===== config.mk =====
export PLATFORM = sky130hd
export DESIGN_NAME = wb_arbiter2
export DESIGN_NICKNAME = d
export VERILOG_FILES = /design/src/rtl/wb_arbiter2.sv
export SDC_FILE = /design/constraint.sdc
export NUM_CORES = 1
export LEC_CHECK = 0
export CORE_MARGIN = 4
export CORE_UTILIZATION = 28
export DETAILED_ROUTE_END_ITERATION = 12
export HOLD_SLACK_MARGIN = 0.02
export PLACE_DENSITY_LB_ADDON = 0.25
export SETUP_SLACK_MARGIN = 0.2
export SYNTH_ARGS = -nofsm -noshare
export SYNTH_HDL_FRONTEND = slang
export SYNTH_SLANG_ARGS = --single-unit

===== constraint.sdc =====
create_clock -name clk -period 2.1 [get_ports clk]
set_input_delay 0.42 -clock clk [delete_from_list [all_inputs] [get_ports clk]]
set_output_delay 0.42 -clock clk [all_outputs]
set_load 0.005 [all_outputs]

===== src/rtl/wb_arbiter2.sv =====
// Two-master Wishbone classic arbiter: whole-cycle grants, fair alternation under
// contention, and a stall timeout that answers the owner with a one-cycle err.
`timescale 1ns/1ps

module wb_arbiter2 #(
   parameter int AW      = 16,
   parameter int DW      = 16,
   parameter int TIMEOUT = 255
) (
   input  logic          clk,
   input  logic          rst_n,

   input  logic          m0_cyc,
   input  logic          m0_stb,
   input  logic          m0_we,
   input  logic [AW-1:0] m0_adr,
   input  logic [DW-1:0] m0_dat_i,
   output logic [DW-1:0] m0_dat_o,
   output logic          m0_ack,
   output logic          m0_err,

   input  logic          m1_cyc,
   input  logic          m1_stb,
   input  logic          m1_we,
   input  logic [AW-1:0] m1_adr,
   input  logic [DW-1:0] m1_dat_i,
   output logic [DW-1:0] m1_dat_o,
   output logic          m1_ack,
   output logic          m1_err,

   output logic          s_cyc,
   output logic          s_stb,
   output logic          s_we,
   output logic [AW-1:0] s_adr,
   output logic [DW-1:0] s_dat_o,
   input  logic [DW-1:0] s_dat_i,
   input  logic          s_ack,

   output logic [1:0]    grant
);

   // A zero TIMEOUT would give a zero-width counter; keep one bit that stays cleared.
   localparam int            CW     = (TIMEOUT > 0) ? $clog2(TIMEOUT + 1) : 1;
   localparam logic [CW-1:0] TO_VAL = CW'(TIMEOUT);
   localparam bit            TO_EN  = (TIMEOUT > 0);

   typedef enum logic [1:0] {
      IDLE = 2'b00,
      G0   = 2'b01,
      G1   = 2'b10
   } state_t;

   state_t        state, state_next;
   logic          last, last_next;
   logic [CW-1:0] cnt, cnt_next;
   logic          expired;

   // NOTE: sequential state uses non-blocking assignments so every register samples
   // the pre-edge values; blocking here would create order-dependent simulation races.
   always_ff @(posedge clk or negedge rst_n) begin
      if (!rst_n) begin
         state <= IDLE;
         last  <= 1'b1;
         cnt   <= '0;
      end else begin
         state <= state_next;
         last  <= last_next;
         cnt   <= cnt_next;
      end
   end

   // NOTE: every output of a combinational block gets a default first; a path that
   // leaves one unassigned would infer a latch.
   always_comb begin
      state_next = state;
      last_next  = last;
      unique case (state)
         IDLE: begin
            if (m0_cyc && m1_cyc) state_next = last ? G0 : G1;
            else if (m0_cyc)      state_next = G0;
            else if (m1_cyc)      state_next = G1;
         end
         G0: begin
            if (!m0_cyc) begin
               last_next  = 1'b0;
               state_next = m1_cyc ? G1 : IDLE;
            end
         end
         G1: begin
            if (!m1_cyc) begin
               last_next  = 1'b1;
               state_next = m0_cyc ? G0 : IDLE;
            end
         end
         default: state_next = IDLE;
      endcase
   end

   // An owner that lets go of cyc in the expiry cycle never sees err.
   always_comb begin
      expired = 1'b0;
      if (TO_EN && cnt == TO_VAL) begin
         unique case (state)
            G0:      expired = m0_cyc;
            G1:      expired = m1_cyc;
            default: expired = 1'b0;
         endcase
      end
   end

   always_comb begin
      s_cyc   = 1'b0;
      s_stb   = 1'b0;
      s_we    = 1'b0;
      s_adr   = '0;
      s_dat_o = '0;
      m0_ack  = 1'b0;
      m0_err  = 1'b0;
      m1_ack  = 1'b0;
      m1_err  = 1'b0;
      grant   = 2'b00;
      unique case (state)
         G0: begin
            s_cyc   = m0_cyc;
            s_stb   = m0_stb & ~expired;
            s_we    = m0_we;
            s_adr   = m0_adr;
            s_dat_o = m0_dat_i;
            m0_ack  = s_ack;
            m0_err  = expired;
            grant   = 2'b01;
         end
         G1: begin
            s_cyc   = m1_cyc;
            s_stb   = m1_stb & ~expired;
            s_we    = m1_we;
            s_adr   = m1_adr;
            s_dat_o = m1_dat_i;
            m1_ack  = s_ack;
            m1_err  = expired;
            grant   = 2'b10;
         end
         default: ;
      endcase
   end

   assign m0_dat_o = s_dat_i;
   assign m1_dat_o = s_dat_i;

   // s_stb is forced low in the err cycle, so the same clear term restarts the count.
   always_comb begin
      cnt_next = cnt;
      if (!TO_EN || state_next != state || s_ack || !s_stb) begin
         cnt_next = '0;
      end else if (cnt != TO_VAL) begin
         cnt_next = cnt + CW'(1);
      end
   end

endmodule


==> results of run 1 <==
-- critical path, delay by kind of cell (launching register included) --
kind,cells,cell delay (ns)
AOI/OAI and AO/OA,1,0.05
adders and majority gates,1,0.17
buffers and inverters,4,0.73
DFF,1,0.41
and+or+nand+nor,1,0.16
-- worst paths after layout --
kind | endpoint | from | depth (start not counted) | slack [ns]
max | s_adr[14] | state[0] | 7 | -0.1
min reg2reg | last | last | 2 | 0.58
min in group clk | last | last | 2 | 0.58
min | cnt[1] | rst_n | 1 | 0.52
max in group asynchronous | last | rst_n | 1 | 1.22
max reg2reg | cnt[7] | state[0] | 9 | 0.08
-- cell usage in the layout, fill, tap and decap left out, types with 2 or more instances in the layout --
cell type        netlist  layout
buf_6                  0       7
clkdlybuf4s50_1        0      70
nand2b_1               3       3
and2_4                 0       2
buf_12                 0       7
a22oi_1               33       3
buf_16                 0       9
dfrtp_1               10      10
buf_2                  1      35
nand2_4                0       3
nor2_4                 0       4
nand3_1                6       6
nand2_1                8       5
clkbuf_8               0       3
nor2_1                37      22
ha_1                   7       3
and3_1                 5       5
buf_8                  0       2
dlygate4sd2_1          0       3
a22oi_2                0      30
nor2_2                 0      11
inv_2                  0       2
inv_1                  5       3
a21oi_1                4       4
and2_1                 4       2
ha_4                   0       3
o21ai_0                9       9
buf_4                 32      31
mux2i_1                5       5
nor3_2                 1       9
-- kinds of logic after synthesis --
family	after synthesis
buffers and inverters	51
DFF	11
muxes	6
xor gates and xnor gates	1
and+or+nand+nor	74
AOI/OAI and AO/OA	52
adders and majority gates	7
-- cells in the mapped netlist, types with 2 or more instances --
master    count
nor2_1       37
a22oi_1      33
buf_4        32
dfrtp_1      10
o21ai_0       9
clkbuf_1      8
nand2_1       8
nor3_1        8
ha_1          7
nand3_1       6
and3_1        5
inv_1         5
mux2i_1       5
a21oi_1       4
and2_1        4
buf_1         4
nand2b_1      3
a211oi_1      2
-- registers in the layout (all words and copies together), names as in the netlist --
| signal | cells |
|---|---|
| cnt | 8 |
| state | 2 |
| last | 1 |
-- where the power goes --
part           internal [W]  total [W]  switching (W)  leakage [nW]
registers          0.000252   0.000280      0.0000273         0.147
logic               0.00210    0.00378        0.00168          1.26
clock network      0.000131   0.000223      0.0000922        0.0255
-- through the flow --
stage	instance area [sq um]	power (W)
after floorplan	1470	0.00126
after global placement	2610	0.00235
after detailed placement	2610	0.00237
after CTS	3270	0.00405
after global routing	3350	0.00452
final	3350	0.00429
-- layout make-up --
type                    count  area (sq um)
repair buffers            169          1720
fillers                   403          1530
multi-input cells         140          1200
flip-flops and latches     11           277
well taps                  67          83.8
clock buffers               3          41.3
inverters                   6          27.5
clock inverters             1          5.00
-- metal layers --
layer / GRT usage [%] / up-vias
li1: - / 941
met1: 23.7 / 960
met2: 43.1 / 105
met3: 5.38 / 18
met4: 9.46 / 0
met5: 0 / -
-- repair_timing --
| item | in CTS | in global routing |
|---|---|---|
| buffers inserted | 16 | 2 |
| pin swaps | 29 | 10 |
| resized for setup | 239 | 23 |
| cloned | 10 | 1 |
| setup endpoints to repair | 48 | 47 |
==> results.sh, run 1 <==
export IMPL_rsz0062_at_grt="yes"
export IMPL_overflow=0
export IMPL_worst_pin_slew_ns=0.524
export IMPL_start_util_pct=29.8
export IMPL_outcome="finished, violations left"
export IMPL_drt_pass1_iterations=4
export IMPL_synth_top_area_share_pct=17.2
export IMPL_io_buffers=113
export IMPL_fin_setup_tns_ns=-0.411
export IMPL_drtAntennaViolNets=0
export IMPL_critical_path_class="flip-flop to output pin"
export IMPL_crit_path_start_kind="flip-flop"
export IMPL_path_max_fanout=6
export IMPL_syn_inst=202
export IMPL_dr_wl_met2_um=4210
export IMPL_fp_dieH_um=80.1
export IMPL_wl_met3_um=506
export IMPL_synth_xor_area_share_pct=0.601
export IMPL_coreArea_sq_um=4880
export IMPL_antenna_found_initial=0
export IMPL_cts_tree="built"
export IMPL_boundaryPins=162
export IMPL_ys_types=30
export IMPL_critical_path_max_stage_delay_ns=0.41
export IMPL_place_inst=364
export IMPL_syn_area_sq_um=1460
export IMPL_async_reset_ff_share_pct=100
export IMPL_vias=2024
export IMPL_post_route_period_util_pct=105
export IMPL_synth_area_leader_cell="dfrtp_1"
export IMPL_hold_buffers=0
export IMPL_num_nets_final=427
export IMPL_ir_drop_mv=0.760
export IMPL_cts_buffers=3
export IMPL_post_route_drc_count=0
export IMPL_synth_compound_area_share_pct=25.6
export IMPL_top_layer="met4"
export IMPL_skew_ns=0.000793
export IMPL_yosys_area_share_simple_pct=23.1
export IMPL_synth_top_cells_by_area="dfrtp_1, a22oi_1, buf_4"
export IMPL_grt_pass1_vias=2054
export IMPL_required_ns=1.68
export IMPL_postLayoutCoreUtil_pct=68.6
export IMPL_fmax_mhz=455
export IMPL_grt_use_total_pct=22.8
export IMPL_insertedDiodeCount=0
export IMPL_grt_pass1_wl_um=11000
export IMPL_die_area_sq_um=6420
export IMPL_clock_latency_ns=0.25
export IMPL_dp_hpwl_um=4480
export IMPL_synth_edf_count=0
export IMPL_syn_area_per_cell_sq_um=7.21
export IMPL_die_w_um=80.1
export IMPL_num_rows=25
export IMPL_period_minus_slack_ns=2.20
export IMPL_yosys_warnings=0
export IMPL_synthAdderAreaFrac_pct=6.01
export IMPL_p_per_area_nw_per_um2=1280
export IMPL_slew_headroom_pct=65.0
export IMPL_finalNonFillerCells=397
export IMPL_dp_slack_ns=-0.480
export IMPL_drt_iter0_drc=106
export IMPL_drt_met1_wl_um=2760
export IMPL_grt_start_max_net_pins=21
export IMPL_place_congestion=0.806
export IMPL_fin_hold_ws_ns=0.520
export IMPL_area_growth_pct=130
export IMPL_synth_fp_nets=298
export IMPL_crit_arrival_ns=1.78
export IMPL_path_cells="inv_2 > ha_4 > buf_8 > bufbuf_16 > a22oi_2 > nor2_1 > buf_2"
export IMPL_finalHoldViolCount=0
export IMPL_synth_seq_cells=11
export IMPL_critPathSlowestCell="dfrtp_1"
export IMPL_clkTransAtPathRegs_ns=0.05
export IMPL_fin_ws_ns=-0.0971
export IMPL_drt_total_wl_um=7680
export IMPL_cap_violations=0
export IMPL_worstSetupEndpointType="output pin"
export IMPL_h_tree_depth=1
export IMPL_drive_above_1_share_pct=52.1
export IMPL_setup_viol=12
export IMPL_vias_per_cell=5.10
export IMPL_root_buffer="clkbuf_8"
export IMPL_p_leak_nw=1.44
export IMPL_muxShareOfSynthArea_pct=4.21
export IMPL_yosys_most_used_dff="dfrtp_1"
export IMPL_post_drt_wl_per_cell_um=19.4
export IMPL_ys_seq_area_share_pct=19.0
export IMPL_drv_slew=0
export IMPL_violations="negative setup slack"
export IMPL_synth_top_family_by_area="compound AO/OA/AOI/OAI gates"
export IMPL_min_path_type="input pin to async pin"
export IMPL_cts_sinks=11
export IMPL_clk_path_buf_depth=2
No activity file was read; power rests on OpenSTA's default activity.
==> run 2, diff against run 1 <==
--- a/config.mk
+++ b/config.mk
@@ -8,9 +8,10 @@
 export CORE_MARGIN = 4
 export CORE_UTILIZATION = 28
 export DETAILED_ROUTE_END_ITERATION = 12
+export GPL_ROUTABILITY_DRIVEN = 0
 export HOLD_SLACK_MARGIN = 0.02
 export PLACE_DENSITY_LB_ADDON = 0.25
-export SETUP_SLACK_MARGIN = 0.2
+export SETUP_SLACK_MARGIN = 0.5
 export SYNTH_ARGS = -nofsm -noshare
 export SYNTH_HDL_FRONTEND = slang
 export SYNTH_SLANG_ARGS = --single-unit
==> run 2 against run 1 <==
Against the previous run:
- the run still ends with negative setup slack left
- clock-buffer cell count is 1 higher
- maximum frequency is 3.8% lower
- wire length shrank 8.4%
- global-route usage shrank 3.4 points
- clock skew increased by 0.0025 ns
- critical path depth is 1 higher
- sequential cell count is the same
- final cell count rose by 1.5%
- core utilization grew 0.95 points
- non-clock buffer count rose by 6
==> results.sh, run 2 (synthesized netlist as in run 1, its figures left out) <==
export IMPL_grt_pass1_wl_um=9720
export IMPL_clk_path_buf_depth=2
export IMPL_largest_register="cnt"
export IMPL_cap_violations=0
export IMPL_crit_end="m0_err"
export IMPL_cts_buffers=3
export IMPL_path_max_fanout=3
export IMPL_antenna_found_initial=0
export IMPL_critPathSlowestCell="dfrtp_2"
export IMPL_crit_arrival_ns=1.86
export IMPL_final_common_cell="clkdlybuf4s50_1"
export IMPL_r2r_slack_ns=-0.05
export IMPL_num_rows=25
export IMPL_area_growth_pct=133
export IMPL_drt_iter0_drc=73
export IMPL_critical_path_max_stage_delay_ns=0.44
export IMPL_timing_rr_start="state[0]"
export IMPL_drt_pass1_iterations=4
export IMPL_min_path_type="input pin to async pin"
export IMPL_worst_pin_slew_ns=0.507
export IMPL_io_buffers=113
export IMPL_violations="negative setup slack"
export IMPL_fin_ws_ns=-0.185
export IMPL_boundaryPins=162
export IMPL_h_tree_depth=1
export IMPL_cts_tree="built"
export IMPL_outcome="finished, violations left"
export IMPL_start_util_pct=29.8
export IMPL_clkTransAtPathRegs_ns=0.05
export IMPL_fp_dieH_um=80.1
export IMPL_drive_above_1_share_pct=52.4
export IMPL_post_route_period_util_pct=109
export IMPL_r2r_end="cnt[6]"
export IMPL_required_ns=1.68
export IMPL_p_per_area_nw_per_um2=1130
export IMPL_critical_path_class="flip-flop to output pin"
export IMPL_fin_area_sq_um=3400
export IMPL_worstSetupEndpointType="output pin"
export IMPL_vias_per_cell=4.91
export IMPL_cts_sinks=11
export IMPL_grt_start_max_net_pins=34
export IMPL_p_leak_nw=1.46
export IMPL_path_cells="inv_4 > ha_4 > nand2_4 > a2111oi_4 > buf_4 > buf_6 > and2_4 > buf_6"
export IMPL_finalHoldViolCount=0
export IMPL_clock_latency_ns=0.24
export IMPL_path_common_cell="buf_6"
export IMPL_coreArea_sq_um=4880
export IMPL_final_cell_mix="clkdlybuf4s50_1, nor2_1, a22oi_2"
export IMPL_reg_top3="cnt (8), state (2), last (1)"
export IMPL_post_drt_wl_per_cell_um=17.5
export IMPL_slew_headroom_pct=66.1
export IMPL_rsz0062_at_grt="yes"
export IMPL_insertedDiodeCount=0
export IMPL_vias=1980
export IMPL_setup_viol=20
export IMPL_grt_pass1_vias=1920
export IMPL_ff2ff_path_depth=10
export IMPL_post_route_drc_count=0
export IMPL_die_area_sq_um=6420
export IMPL_ir_drop_mv=0.687
export IMPL_drv_slew=0
export IMPL_largest_reg_flops=8
export IMPL_root_buffer="clkbuf_8"
export IMPL_die_w_um=80.1
export IMPL_overflow=0
export IMPL_place_area_sq_um=2710
export IMPL_fmax_mhz=438
export IMPL_skew_ns=0.00330
export IMPL_drt_total_wl_um=7040
export IMPL_finalPower_w=0.00383
export IMPL_crit_family="buffers and inverters"
export IMPL_crit_buf_inv=4
export IMPL_critPathLaunch="state[0]"
export IMPL_crit_path_start_kind="flip-flop"
export IMPL_nFillCells=380
export IMPL_period_minus_slack_ns=2.28
export IMPL_grt_use_total_pct=19.4
export IMPL_drtAntennaViolNets=0
export IMPL_dp_hpwl_um=4480
export IMPL_num_nets_final=433
export IMPL_critical_path_cell_count=8
[run 2: cell count changes in the layout (fill, tap and decap cells not counted), sizes merged]
cell,change
clkinv,-1
clkdlybuf4s15,-2
buf,+4
clkbuf,+7
dlygate4sd2,-2
bufbuf,-1
dlymetal6s2s,+1
[run 2: stage by stage]
stage	setup slack [ns]	setup TNS (ns)	utilization [%]	std cells	hold slack, ns
global placement	-0.461	-4.56	55.5	367	0.558
global route	-0.256	-3.43	69.6	403	0.551
detailed placement	-0.458	-5.00	55.5	367	0.552
finish	-0.185	-1.21	69.6	403	0.520
floorplan	0.317	0	-	202	0.124
CTS	-0.166	-0.805	65.7	394	0.524
[run 2: timing repair]
action / in CTS / in global routing
resized for setup: 228 / 44
pin swaps: 12 / 17
cloned: 5 / 1
endpoints found under the setup margin: 51 / 51
hold buffers: 0 / 0
setup buffers: 18 / 8
[run 2: how the worst min path moves through the flow]
stage | start | end | slack [ns] | cells past startpoint
after global placement | last | last | 0.56 | 2
final | rst_n | cnt[1] | 0.52 | 1
after detailed placement | last | last | 0.55 | 2
after global routing | rst_n | cnt[3] | 0.55 | 1
after floorplan | rst_n | cnt[0] | 0.12 | 0
after CTS | rst_n | cnt[1] | 0.52 | 1
[run 2: where the power goes]
| group | leakage (nW) | internal [W] | total, W | switching, W |
|---|---|---|---|---|
| Combinational | 1.29 | 0.00184 | 0.00332 | 0.00147 |
| Sequential | 0.145 | 0.000256 | 0.000299 | 0.0000432 |
| Clock | 0.0228 | 0.000133 | 0.000212 | 0.0000792 |
[run 2: per-layer routing]
metal  GRT usage, %  vias to the layer above  routed length, um
met2           35.8                       85               3820
met5              0                        -                  0
met3           3.70                       14                468
met4           4.22                        0                 93
li1               -                      952                  -
met1           23.0                      929               2660
[run 2: final cells by class]
cell class | instances | area (sq um) | area share [%]
inverters | 6 | 32.5 | 0.958
repair buffers | 175 | 1730 | 51.0
well taps | 67 | 83.8 | 2.47
clock buffers | 4 | 45.0 | 1.33
multi-input cells | 140 | 1220 | 36.0
flip-flops and latches | 11 | 279 | 8.22
[run 2: worst reg2reg max path, delay by kind of cell (launching register included)]
| kind | cells | cell delay [ns] |
|---|---|---|
| flip-flops | 1 | 0.44 |
| AO/OA/AOI/OAI | 3 | 0.79 |
| AND/OR/NAND/NOR | 2 | 0.25 |
| adder cells (fa/ha/maj) | 1 | 0.16 |
| buffers and inverters | 4 | 0.44 |
==> run 3, diff against run 2 <==
--- a/config.mk
+++ b/config.mk
@@ -11,7 +11,9 @@
 export GPL_ROUTABILITY_DRIVEN = 0
 export HOLD_SLACK_MARGIN = 0.02
 export PLACE_DENSITY_LB_ADDON = 0.25
+export REMOVE_ABC_BUFFERS = 1
 export SETUP_SLACK_MARGIN = 0.5
+export SKIP_CTS_REPAIR_TIMING = 1
 export SYNTH_ARGS = -nofsm -noshare
 export SYNTH_HDL_FRONTEND = slang
 export SYNTH_SLANG_ARGS = --single-unit
==> run 3 against run 2 <==
Against the previous run:
- the flow still finishes with violations (negative setup slack)
- global-route usage down 1.6 points
- via count down 3.0%
- sequential share of layout area up 1.3 points
- clock power about the same
- wire length down 4.2%
- critical path type unchanged
- critical endpoint unchanged
- largest cell class unchanged
- highest routed layer unchanged
==> results.sh, run 3 (synthesized netlist as in run 1, its figures left out) <==
export IMPL_outcome="finished, violations left"
export IMPL_violations="negative setup slack"
export IMPL_fin_area_sq_um=2910
export IMPL_p_per_area_nw_per_um2=1110
export IMPL_boundaryPins=162
export IMPL_rsz0062_at_grt="yes"
export IMPL_clkTransAtPathRegs_ns=0.05
export IMPL_post_drt_wl_per_cell_um=17.8
export IMPL_worst_pin_slew_ns=0.516
export IMPL_antenna_found_initial=0
export IMPL_finalNonFillerCells=378
export IMPL_finalPower_w=0.00325
export IMPL_fmax_mhz=444
export IMPL_clock_latency_ns=0.24
export IMPL_overflow=0
export IMPL_reg_top3="cnt (8), state (2), last (1)"
export IMPL_crit_path_start_kind="flip-flop"
export IMPL_grt_use_total_pct=17.8
export IMPL_skew_ns=0.00347
export IMPL_post_route_period_util_pct=107
export IMPL_clk_path_buf_depth=2
export IMPL_drt_pass1_iterations=4
export IMPL_finalHoldViolCount=0
export IMPL_required_ns=1.68
export IMPL_io_buffers=113
export IMPL_num_nets_final=408
export IMPL_grt_pass1_vias=1866
export IMPL_cts_buffers=3
export IMPL_critical_path_class="flip-flop to output pin"
export IMPL_largest_register="cnt"
export IMPL_period_minus_slack_ns=2.25
export IMPL_p_leak_nw=1.45
export IMPL_area_growth_pct=100
export IMPL_ir_drop_mv=0.526
export IMPL_h_tree_depth=1
export IMPL_die_w_um=80.1
export IMPL_fp_dieH_um=80.1
export IMPL_slew_headroom_pct=65.5
export IMPL_coreArea_sq_um=4880
export IMPL_cts_sinks=11
export IMPL_grt_pass1_wl_um=9000
export IMPL_drive_above_1_share_pct=33.4
export IMPL_fin_ws_ns=-0.151
export IMPL_drtAntennaViolNets=0
export IMPL_num_rows=25
export IMPL_worstSetupEndpointType="output pin"
export IMPL_place_inst=361
export IMPL_post_route_drc_count=0
export IMPL_setup_viol=33
export IMPL_crit_arrival_ns=1.83
export IMPL_min_path_type="input pin to async pin"
export IMPL_path_max_fanout=4
export IMPL_die_area_sq_um=6420
export IMPL_dp_hpwl_um=4760
export IMPL_start_util_pct=29.8
export IMPL_vias=1920
export IMPL_grt_start_max_net_pins=41
export IMPL_final_cell_mix="clkdlybuf4s50_1, a22oi_1, nor2_1"
export IMPL_root_buffer="clkbuf_8"
export IMPL_largest_reg_flops=8
export IMPL_cap_violations=0
export IMPL_drv_slew=0
export IMPL_cts_tree="built"
export IMPL_insertedDiodeCount=0
export IMPL_final_common_cell="clkdlybuf4s50_1"
export IMPL_vias_per_cell=5.08
export IMPL_drt_total_wl_um=6740
export IMPL_place_area_sq_um=2590
export IMPL_drt_iter0_drc=141
[run 3: cell types whose count changed in the layout (fill, tap and decap cells not counted), sizes merged]
cell	before	now
buf	95	55
dlymetal6s2s	1	14
clkdlybuf4s50	70	73
clkinv	1	0
dlygate4sd2	1	0
inv	5	6
[run 3: where the power goes]
group / total (W) / internal [W] / leakage, nW / switching, W
clock: 0.000212 / 0.000133 / 0.0228 / 0.0000790
sequential: 0.000283 / 0.000252 / 0.147 / 0.0000302
combinational: 0.00275 / 0.00144 / 1.28 / 0.00131
[run 3: cell type report]
| type | instances | area [sq um] |
|---|---|---|
| repair buffers | 150 | 1460 |
| flip-flops and latches | 11 | 277 |
| multi-input cells | 140 | 1030 |
| inverters | 6 | 25.0 |
| clock buffers | 4 | 45.0 |
| fillers | 453 | 1970 |
| well taps | 67 | 83.8 |
[run 3: final timing paths]
check / from / endpoint / slack (ns) / cells after the start
max: state[0] / m0_err / -0.15 / 8
min: rst_n / cnt[2] / 0.52 / 1
max reg2reg: state[1] / cnt[1] / -0.02 / 8
min reg2reg: last / last / 0.55 / 2
max in group asynchronous: rst_n / last / 1.21 / 1
min in group clk: last / last / 0.55 / 2
[run 3: through the flow]
step	worst slack (ns)	utilization (%)	hold WS [ns]	setup TNS (ns)
after CTS	-0.516	53.9	0.536	-15.58
after floorplan	-0.502	-	0.124	-4.98
after global routing	-0.241	59.7	0.566	-4.95
after detailed placement	-0.495	53.0	0.541	-6.74
after global placement	-0.502	53.0	0.534	-5.83
final	-0.151	59.7	0.524	-1.23
[run 3: worst max-delay path, stage by stage, from the launching register on]
cell and delay (ns):
dfrtp_1 0.41, inv_2 0.10, ha_4 0.28, inv_4 0.03
a2111oi_4 0.30, buf_4 0.18, buf_6 0.09, and2_4 0.13
buf_6 0.08
[run 3: metal layers]
metal / routed length (um) / track usage (%) / vias to the layer above / part of all wire (%)
li1: - / - / 907 / -
met1: 2640 / 20.0 / 897 / 39
met2: 3360 / 28.1 / 108 / 50
met3: 639 / 9.98 / 8 / 9.5
met4: 106 / 5.57 / 0 / 1.6
met5: 0 / 4.55 / - / 0
